===== config.mk =====
export PLATFORM = sky130hd
export DESIGN_NAME = ospi_ram_arbiter
export DESIGN_NICKNAME = d
export VERILOG_FILES = /design/src/rtl/ospi_ram_arbiter.sv
export SDC_FILE = /design/constraint.sdc
export NUM_CORES = 1
export LEC_CHECK = 0
export BUFFER_PORTS_ARGS = -buffer_cell sky130_fd_sc_hd__buf_2
export CORE_AREA = 3 3 62 64
export CTS_CLUSTER_SIZE = 8
export DETAILED_ROUTE_END_ITERATION = 7
export DIE_AREA = 0 0 65 67
export GPL_ROUTABILITY_DRIVEN = 0
export HOLD_SLACK_MARGIN = 0.02
export PLACE_DENSITY = 0.89
export SYNTH_ARGS = -nofsm -noshare
export SYNTH_HDL_FRONTEND = slang
export SYNTH_SLANG_ARGS = --single-unit

===== constraint.sdc =====
create_clock -name clk -period 4.57 [get_ports clk]
set_input_delay 0.457 -clock clk [delete_from_list [all_inputs] [get_ports clk]]
set_output_delay 0.457 -clock clk [all_outputs]
set_load 0.02 [all_outputs]

===== src/rtl/ospi_ram_arbiter.sv =====
// ospi_ram_arbiter
// Shares one single-port byte RAM between an OSPI slave engine (port A) and a
// host bus (port B). Port A always wins and is served combinationally in the
// same cycle. The host is only granted while the OSPI chip select is idle and
// a configurable guard interval has elapsed since the last OSPI transaction.
// Host reads return data one cycle after the grant with a one-cycle strobe.

module ospi_ram_arbiter #(
    parameter int AW        = 8,  // RAM address width, depth 2^AW bytes
    parameter int GUARD_CYC = 2   // idle cycles after ncs rises, 1..15
) (
    input  logic          clk,
    input  logic          reset_n,

    // OSPI engine side
    input  logic          ncs,
    input  logic          a_req,
    input  logic          a_we,
    input  logic [AW-1:0] a_addr,
    input  logic [7:0]    a_wdata,
    output logic [7:0]    a_rdata,

    // Host side
    input  logic          b_req,
    input  logic          b_we,
    input  logic [AW-1:0] b_addr,
    input  logic [7:0]    b_wdata,
    output logic          b_gnt,
    output logic [7:0]    b_rdata,
    output logic          b_rvalid,

    // RAM port
    output logic          ram_en,
    output logic          ram_we,
    output logic [AW-1:0] ram_addr,
    output logic [7:0]    ram_wdata,
    input  logic [7:0]    ram_rdata,

    // Status
    output logic          busy,
    output logic [7:0]    txn_cnt,
    output logic          err_oob,
    input  logic          err_clr
);

    // ------------------------------------------------------------------
    // State encoding
    // ------------------------------------------------------------------
    localparam logic [1:0] ST_IDLE  = 2'd0;
    localparam logic [1:0] ST_OSPI  = 2'd1;
    localparam logic [1:0] ST_GUARD = 2'd2;

    // Guard counter counts down from GUARD_CYC-1 to 0, so GUARD lasts
    // exactly GUARD_CYC cycles when ncs stays high.
    localparam logic [3:0] GUARD_LOAD = 4'(GUARD_CYC - 1);

    // ------------------------------------------------------------------
    // Registers
    // ------------------------------------------------------------------
    logic [1:0] state_q,    state_d;
    logic [3:0] guard_q,    guard_d;
    logic [7:0] txn_cnt_q,  txn_cnt_d;
    logic       err_oob_q,  err_oob_d;
    logic       b_rvalid_q, b_rvalid_d;
    logic [7:0] b_rdata_q,  b_rdata_d;

    logic       txn_done;

    // Next-state and guard countdown for the IDLE / OSPI / GUARD sequencer
    always_comb begin
        // NOTE: every signal assigned here gets a default first so no path
        // leaves it unassigned; otherwise synthesis infers a latch.
        state_d  = state_q;
        guard_d  = guard_q;
        txn_done = 1'b0;
        case (state_q)
            ST_IDLE: begin
                if (!ncs) begin
                    state_d = ST_OSPI;
                end
            end
            ST_OSPI: begin
                if (ncs) begin
                    state_d  = ST_GUARD;
                    guard_d  = GUARD_LOAD;
                    txn_done = 1'b1;
                end
            end
            ST_GUARD: begin
                if (!ncs) begin
                    // A new transaction can start at any point of the guard.
                    state_d = ST_OSPI;
                end else if (guard_q == 4'd0) begin
                    state_d = ST_IDLE;
                end else begin
                    guard_d = guard_q - 4'd1;
                end
            end
            default: begin
                // Unused encoding: fall back to a safe idle state.
                state_d = ST_IDLE;
                guard_d = 4'd0;
            end
        endcase
    end

    // Host grant and RAM port multiplexer; port A has absolute priority
    always_comb begin
        // The grant is masked during reset so a stale state cannot leak a
        // host access before the first reset edge has been taken.
        b_gnt = b_req & ~a_req & ncs & (state_q == ST_IDLE) & reset_n;

        ram_en    = 1'b0;
        ram_we    = 1'b0;
        ram_addr  = '0;
        ram_wdata = 8'h00;
        if (a_req) begin
            ram_en    = 1'b1;
            ram_we    = a_we;
            ram_addr  = a_addr;
            ram_wdata = a_wdata;
        end else if (b_gnt) begin
            ram_en    = 1'b1;
            ram_we    = b_we;
            ram_addr  = b_addr;
            ram_wdata = b_wdata;
        end
    end

    // Transaction counter, sticky error flag and host read pipeline
    always_comb begin
        txn_cnt_d  = txn_done ? txn_cnt_q + 8'd1 : txn_cnt_q;
        // Set has priority over clear so a simultaneous error is not lost.
        err_oob_d  = (a_req & ncs) | (err_oob_q & ~err_clr);
        // Only host reads produce a data strobe; host writes complete silently.
        b_rvalid_d = b_gnt & ~b_we;
        // The RAM output is forwarded while the strobe is high and the last
        // returned byte is held afterwards.
        b_rdata_d  = b_rvalid_q ? ram_rdata : b_rdata_q;
    end

    // State and status registers with synchronous active-low reset
    always_ff @(posedge clk) begin
        // NOTE: sequential state uses non-blocking assignments so every flop
        // samples the pre-edge values of the others, independent of order.
        if (!reset_n) begin
            state_q    <= ST_IDLE;
            guard_q    <= 4'd0;
            txn_cnt_q  <= 8'd0;
            err_oob_q  <= 1'b0;
            b_rvalid_q <= 1'b0;
            b_rdata_q  <= 8'h00;
        end else begin
            state_q    <= state_d;
            guard_q    <= guard_d;
            txn_cnt_q  <= txn_cnt_d;
            err_oob_q  <= err_oob_d;
            b_rvalid_q <= b_rvalid_d;
            b_rdata_q  <= b_rdata_d;
        end
    end

    // Output assignments
    assign a_rdata  = ram_rdata;
    assign b_rdata  = b_rdata_d;
    assign b_rvalid = b_rvalid_q;
    assign busy     = (state_q == ST_OSPI) || (state_q == ST_GUARD);
    assign txn_cnt  = txn_cnt_q;
    assign err_oob  = err_oob_q;

endmodule


[Word-level counts from Yosys, hierarchy flattened]
Cells that the tools add are included.
Storage, ports and cells
  memory bits (writable): 0
  input bits: 48
  flip-flop bits (word level): 24
  memories kept: 0
  word-level logic and storage cells: 52
  latch bits: 0
  ROM bits: 0
  output and inout bits: 46
Cells by class
  bitwise logic cells: 12
  shift operators: 0
  multiplexer cells: 20
  multiply operators: 0
  reduce and logical (&&, ||, !) cells: 5
  equality and inequality tests: 7
  divide/modulo/power cells: 0
  $add $sub $neg: 2
  order comparisons: 0
Operators with widths (number)
  8-bit 2-to-1 mux: 5
  4-bit 2-to-1 mux: 3
  4-bit case mux with 3 select lines: 1
  8-bit by 1-bit adder with 8-bit output, second input constant: 1
  2-bit 2-to-1 mux: 4
  2-bit != test, second input constant: 4
  1-bit bitwise AND: 7
  1-bit 2-to-1 mux: 6
  2-bit case mux with 3 select lines: 1
  4-bit logical NOT: 1
  1-bit NOT: 4
  4-bit AND reduction: 1
  4-bit by 1-bit subtractor with 4-bit output, second input constant: 1
  3-bit != test, second input constant: 1
  3-bit AND reduction: 1
  2-bit by 1-bit equality test with 1-bit output, second input constant: 1
  2-bit equality test, second input constant: 1
  2-bit logical NOT: 1
  1-bit logical OR: 1
  1-bit bitwise OR: 1

[Logic depth before layout (Yosys ltp)]
Gate-level depths: netlist (run 1).
  word-level depth: 7
  gate-level depth with buffers: 7
  mapped depth without buffers: 6

[Worst setup path after synthesis (run 1)]
No wires, ideal clock.
  path kind: register to output
  start: reg state_q[0]
  end: out ram_addr[0]
  stages on the path, launching flop included: 7
  arrival time: 1.426 ns
  path buffers: 1
  slack: 2.687 ns
  required time: 4.113 ns
  path through: dfxtp_1 > inv_1 > ha_1 > nand2_2 > nor3_4 > buf_6 > a22o_2
On the way
  longest elaborated chain between the ends: 5
Ends and longest elaborated chain
  start: declaration: line 60  | logic [1:0] state_q, state_d;
  start signal: assignment: line 154  | state_q <= state_d;
  2-bit logical NOT: line 111  | b_gnt = b_req & ~a_req & ncs & (state_q == ST_IDLE) & reset_n;
  1-bit bitwise AND (2 in a row): line 111
  via b_gnt: line 28  | output logic b_gnt,
  8-bit 2-to-1 mux: line 122  | end else if (b_gnt) begin
  8-bit 2-to-1 mux: line 117  | if (a_req) begin
  end: declaration: line 35  | output logic [AW-1:0] ram_addr,
The timed path passes the listed nets, and every way through them passes these cells.

[Final worst setup path (run 1)]
  start: reg state_q[0]
  end: out ram_addr[7]
On the way
  longest elaborated chain between the ends: 5
Ends and longest elaborated chain (line)
  2-bit logical NOT: 111
  1-bit bitwise AND (2 in a row): 111
  8-bit 2-to-1 mux: 122
  8-bit 2-to-1 mux: 117
Every way passes these cells.

==> PnR_summary.wiki, run 1 <==
{| class="wikitable"
! Metric !! Value
|-
| DRC errors left || 0
|-
| Design Area, Final || 0.00193 mm2
|-
| Cell area after synthesis || 0.00148 mm2
|-
| Maximum number of pins on one net before global-route repair || 28
|-
| Synthesized net count || 213
|-
| RR Endpoint || guard_q[0]
|-
| Routed length per instance || 12.5 um
|-
| # setup viols final || 0
|-
| Worst-case clock buffer depth || 2
|-
| # diodes || 0
|-
| Final worst path period share || 0.569
|-
| Via count normalized by instance count || 4.85
|-
| Initial cell density of the core || 0.444
|-
| 1st-pass router iterations || 4
|-
| Tightest Pin Transition || 0.653 ns
|-
| Hold/Removal Path Class || input port to flip-flop
|-
| Final number of hold-violating endpoints || 0
|-
| Total Wirelength || 3.54 mm
|-
| Launch instance of the worst register-to-register path || state_q[0]
|-
| Number of design-rule violations left by the first detailed-router iteration || 39
|-
| Number of buffers created by CTS || 3
|-
| Flop2flop setup slack || 2.97 ns
|-
| Top cells by area in the synthesized netlist || sky130_fd_sc_hd__dfxtp_1 32%, sky130_fd_sc_hd__a22o_2 11%, sky130_fd_sc_hd__and2_1 6.8%
|-
| Endpoint kind of the worst setup timing path || output port
|-
| Non-Filler Instances || 283
|-
| Number of H-tree levels || 1
|-
| Class of the most critical setup path || flip-flop to output port
|-
| Register clock-pin slew on the reported worst setup and hold paths || 0.12 ns
|-
| Commonest cells after routing, fill and taps aside || 93 x sky130_fd_sc_hd__buf_2, 24 x sky130_fd_sc_hd__dfxtp_1, 17 x sky130_fd_sc_hd__a22o_2
|-
| Required time of the worst setup path || 4.11 ns
|-
| Clock latency reported for the late side of the worst-skew pair || 0.31 ns
|-
| Critical-path maximum fanout || 19
|-
| Die Footprint || 0.00436 mm2
|-
| Synthesis Warnings || 0
|-
| Min-Delay Startpoint || b_we
|-
| Status || completed
|-
| CTS Root Buffer Type || sky130_fd_sc_hd__clkbuf_4
|-
| Largest area contributor in the netlist || sky130_fd_sc_hd__dfxtp_1
|-
| Max-slew violation total from the final report || 0
|-
| Die X || 65 um
|-
| Final setup slack of the worst path || 1.97 ns
|-
| Overall Power || 0.000490 W
|-
| Standard cell core area || 0.00334 mm2
|-
| Filler instances || 313
|-
| Sequential element share of the synthesized area || 0.325
|-
| Final antenna-violating net count || 0
|-
| Number of antenna violations at the first check in global routing || 0
|-
| Setup WS pre-CTS || 2.22 ns
|-
| Clock Skew || 0.000593 ns
|-
| CTS tree || yes
|-
| Leakage || 0.974 nW
|-
| Number of hold-repair buffers added at the cts stage || 0
|-
| Total Nets Final || 294
|-
| Share of final-layout standard cells stronger than drive strength 1 || 0.540
|-
| Via count of the first global-routing pass || 1256
|-
| Overall track demand over capacity in global routing || 0.154
|-
| Standard cell area after detailed placement || 0.00188 mm2
|-
| Die extent in y || 67 um
|-
| Data arrival time of the critical path || 2.14 ns
|-
| Kind of start point of the critical path || flip-flop
|-
| Maximum ir drop on the vdd rail || 0.000117 V
|-
| Sinks on Clock Net || 24
|-
| Post-synthesis average cell area || 9.43 um2
|-
| Vias || 1372
|-
| Worst slew slack as a fraction of its limit || 0.563
|-
| Capture endpoint of the worst hold path || b_rvalid
|-
| Num rows || 21
|-
| Resize count post-CTS || 0
|-
| Total placed cells including tap cells || 279
|-
| Number of cells on the worst reg-to-reg path || 6
|-
| Synth top area share || 0.325
|-
| Power per Cell Area || 254 mW/mm2
|-
| Unrepaired setup endpoints after global routing || no
|-
| Number of distinct library cell variants in the gate-level netlist after synthesis || 38
|-
| Worst Hold Depth || 2
|-
| Sum of negative setup slack || 0 ns
|-
| Grt total ovfl || 0
|-
| Max-capacitance violation count || 0
|-
| Most common library cell in the layout ignoring fill and taps || sky130_fd_sc_hd__buf_2
|-
| Global-route wire length before repair || 5.42 mm
|-
| Fin crit period || 2.60 ns
|-
| Flops & latches, synth || 24
|-
| Port bufs || 93
|-
| Boundary pin count || 94
|-
| Layout-stage area growth over the synthesis result || 30.5%
|-
| Cells after Synth || 157
|-
| Max Freq || 384 MHz
|-
| Detailed placer's ending HPWL || 2.84 mm
|-
| Post-CTS Setup Repair Bufs || 0
|}
how the worst max path moves through the flow:
stage | from | endpoint | slack (ns)
after floorplan | state_q[0] | ram_addr[0] | 2.69
after global placement | reset_n | ram_addr[6] | 2.27
after detailed placement | reset_n | ram_addr[3] | 2.22
after CTS | state_q[1] | ram_addr[2] | 1.95
after global routing | state_q[1] | ram_addr[2] | 1.75
final | state_q[0] | ram_addr[7] | 1.97
through the flow:
step	hold WS (ns)	util
final	0.314	0.579
after global routing	0.275	0.579
after floorplan	0.462	-
after detailed placement	0.477	0.563
after CTS	0.289	0.579
after global placement	0.478	0.563
cells by family after synthesis:
group / synth area share
flops: 0.325
compound gates: 0.183
simple gates: 0.217
xor+xnor: 0.0414
mux: 0.0676
buf+inv: 0.0989
fa+ha+maj: 0.0676
synthesized netlist by cell type, drive strengths merged:
master,number
o21ai,4
nand3,3
clkbuf,3
buf,14
a22oi,1
xor2,1
dfxtp,24
mux2,8
and2,16
a22o,17
nand2b,3
nand2,14
a2111oi,1
nor2,2
o211ai,2
ha,8
nor4,1
nor3,4
nor3b,2
a211oi,1
o21ba,1
nor2b,2
or2,1
o311ai,1
inv,6
nand4,4
mux2i,1
and3,2
nand4b,1
a21boi,1
a21oi,2
xnor2,6
state kept, by name (all words and copies together) (netlist names):
signal	cells
b_rdata_q	8
txn_cnt	8
guard_q	4
state_q	2
b_rvalid	1
err_oob	1
layer usage:
metal | GRT usage | share of wire
met2 | 0.264 | 0.50
met1 | 0.196 | 0.43
met3 | 0.0304 | 0.065
met4 | 0.0396 | 0.0045
met5 | 0 | 0
cell type report:
cell class | count | area, um2 | share of cell area
Tap cell | 46 | 57.6 | 0.0298
Multi-Input combinational cell | 110 | 853 | 0.442
Clock buffer | 3 | 22.5 | 0.0117
Inverter | 6 | 22.5 | 0.0117
Timing Repair Buffer | 93 | 465 | 0.241
Clock inverter | 1 | 30.0 | 0.0155
Sequential cell | 24 | 480 | 0.249
power breakdown:
part	switching (W)	internal [W]
logic	0.0000700	0.0000526
registers	0.00000429	0.000214
clock network	0.0000605	0.0000887
total	0.000135	0.000355
worst max-delay path, stage by stage (launching register included):
cell	delay [ns]
sky130_fd_sc_hd__dfxtp_1	0.37
sky130_fd_sc_hd__inv_1	0.10
sky130_fd_sc_hd__ha_1	0.32
sky130_fd_sc_hd__nand2_2	0.11
sky130_fd_sc_hd__nor3_4	0.52
sky130_fd_sc_hd__a22o_2	0.25
sky130_fd_sc_hd__buf_2	0.16
No activity file was read; power rests on OpenSTA's default activity.
==> run 2, diff against run 1 <==
Settings changed: CORE_AREA 3 3 62 64 to 3 3 64 66, DIE_AREA 0 0 65 67 to 0 0 67 69, PLACE_DENSITY 0.89 to 0.85.
Clock period 4.57 ns to 2.7 ns, I/O delays scaled along.
==> run 2 against run 1 <==
Core utilization fell by 4.4 points; cell area is 0.65% higher; first-iteration DRC count down 21%; sequential power increased by 69%; worst setup slack lost 1.6 ns; register-to-register slack worse by 1.9 ns; power increased by 66%; clock skew grew 0.0042 ns; via count hardly changed; non-clock buffer count up 1; critical path type unchanged; critical endpoint is now ram_addr[3].
==> PnR_summary.wiki, run 2 (same netlist as run 1, synthesis figures left out) <==
{| class="wikitable"
! Metric !! Value
|-
| Standard cell area after detailed placement || 0.00189 mm2
|-
| Launch instance of the worst register-to-register path || state_q[0]
|-
| Final number of hold-violating endpoints || 0
|-
| Number of design-rule violations left by the first detailed-router iteration || 31
|-
| Design Area, Final || 0.00194 mm2
|-
| Global-route wire length before repair || 5.47 mm
|-
| Via count of the first global-routing pass || 1284
|-
| Initial cell density of the core || 0.407
|-
| Grt total ovfl || 0
|-
| Number of antenna violations at the first check in global routing || 0
|-
| Die Footprint || 0.00462 mm2
|-
| Sum of negative setup slack || 0 ns
|-
| Worst-case clock buffer depth || 2
|-
| Number of H-tree levels || 1
|-
| Cell breakdown of the critical path || inv_1, ha_1, nand2_2, nor3_4, a22o_2, buf_2
|-
| Register clock-pin slew on the reported worst setup and hold paths || 0.08 ns
|-
| Vias || 1373
|-
| Die X || 67 um
|-
| Layout-stage area growth over the synthesis result || 31.4%
|-
| CTS tree || yes
|-
| RR Endpoint || guard_q[0]
|-
| Leakage || 0.980 nW
|-
| Status || completed
|-
| Critical-path maximum fanout || 19
|-
| Share of final-layout standard cells stronger than drive strength 1 || 0.542
|-
| Sinks on Clock Net || 24
|-
| Capture endpoint of the worst hold path || b_rvalid
|-
| Max-capacitance violation count || 0
|-
| Final worst path period share || 0.873
|-
| DRC errors left || 0
|-
| Number of buffers created by CTS || 3
|-
| Via count normalized by instance count || 4.80
|-
| Fin crit period || 2.36 ns
|-
| Routed length per instance || 12.0 um
|-
| Die extent in y || 69 um
|-
| CTS Root Buffer Type || sky130_fd_sc_hd__clkbuf_8
|-
| Hold/Removal Path Class || input port to flip-flop
|-
| Tightest Pin Transition || 0.643 ns
|-
| Worst slew slack as a fraction of its limit || 0.570
|-
| Class of the most critical setup path || flip-flop to output port
|-
| Power per Cell Area || 419 mW/mm2
|-
| Worst Hold Depth || 2
|-
| Total Nets Final || 295
|-
| Num rows || 22
|-
| Endpoint kind of the worst setup timing path || output port
|-
| Min-Delay Startpoint || b_we
|-
| Boundary pin count || 94
|-
| Kind of start point of the critical path || flip-flop
|-
| Number of cells on the worst reg-to-reg path || 6
|-
| Required time of the worst setup path || 2.43 ns
|-
| Maximum ir drop on the vdd rail || 0.000217 V
|-
| Most common library cell in the layout ignoring fill and taps || sky130_fd_sc_hd__buf_2
|-
| Max-slew violation total from the final report || 0
|-
| Data arrival time of the critical path || 2.09 ns
|-
| Flop2flop setup slack || 1.10 ns
|-
| Post-CTS Setup Repair Bufs || 0
|-
| 1st-pass router iterations || 4
|-
| Unrepaired setup endpoints after global routing || no
|-
| Number of hold-repair buffers added at the cts stage || 0
|-
| Standard cell core area || 0.00363 mm2
|-
| # diodes || 0
|-
| Worst path max stage delay || 0.52 ns
|-
| Commonest cells after routing, fill and taps aside || 93 x sky130_fd_sc_hd__buf_2, 24 x sky130_fd_sc_hd__dfxtp_1, 17 x sky130_fd_sc_hd__a22o_2
|-
| Port bufs || 93
|-
| Max Freq || 424 MHz
|-
| Clock Skew || 0.00481 ns
|-
| # setup viols final || 0
|-
| Maximum number of pins on one net before global-route repair || 27
|-
| Resize count post-CTS || 0
|-
| Total Wirelength || 3.42 mm
|-
| Overall track demand over capacity in global routing || 0.143
|-
| Slowest stage cell on the critical path || sky130_fd_sc_hd__nor3_4
|-
| Detailed placer's ending HPWL || 2.75 mm
|-
| Clock latency reported for the late side of the worst-skew pair || 0.26 ns
|-
| Final antenna-violating net count || 0
|}
## run 2: stage by stage
| step | std cells | util | hold slack (ns) | power, W | setup slack [ns] |
|---|---|---|---|---|---|
| 2_1_floorplan | 157 | - | 0.348 | 0.000522 | 1.00 |
| 3_3_place_gp | 282 | 0.520 | 0.466 | 0.000582 | 0.736 |
| 3_5_place_dp | 282 | 0.520 | 0.475 | 0.000585 | 0.656 |
| 4_1_cts | 286 | 0.535 | 0.191 | 0.000826 | 0.355 |
| 5_1_grt | 286 | 0.535 | 0.188 | 0.000861 | 0.207 |
| 6_report | 286 | 0.535 | 0.199 | 0.000814 | 0.344 |
## run 2: final cells by class
type | count | area, um2
clock buffers | 4 | 55.1
fillers | 354 | 1690
inverters | 6 | 22.5
multi-input cells | 110 | 853
flip-flops and latches | 24 | 480
well taps | 48 | 60.1
repair buffers | 94 | 473
## run 2: worst max-delay path: cells and delay by family, from the launching register on
kind	cells	cell delay [ns]
flops	1	0.35
simple gates	2	0.63
compound gates	1	0.26
buf+inv	2	0.27
fa+ha+maj	1	0.32
## run 2: per-layer routing
metal  global-route usage  routed length (um)  share of wire
met5                    0                   0              0
met4               0.0405                  27         0.0079
met3               0.0293                 211          0.062
met2                0.261                1810           0.53
met1                0.162                1370           0.40
## run 2: worst max path at each step
stage               startpoint  slack [ns]           to  cells past startpoint
global placement    state_q[1]        0.74  ram_addr[5]                      6
detailed placement  state_q[1]        0.66  ram_addr[3]                      6
CTS                 state_q[1]        0.35  ram_addr[3]                      6
finish              state_q[1]        0.34  ram_addr[3]                      6
floorplan           state_q[0]        1.00  ram_addr[0]                      6
global route        state_q[1]        0.21  ram_addr[4]                      6
## run 2: power by group
group	switching (W)	leakage [nW]	internal [W]	total [W]
registers	0.00000711	0.194	0.000361	0.000368
logic	0.000117	0.757	0.0000901	0.000207
clock network	0.000108	0.0288	0.000130	0.000238
total	0.000233	0.980	0.000581	0.000814
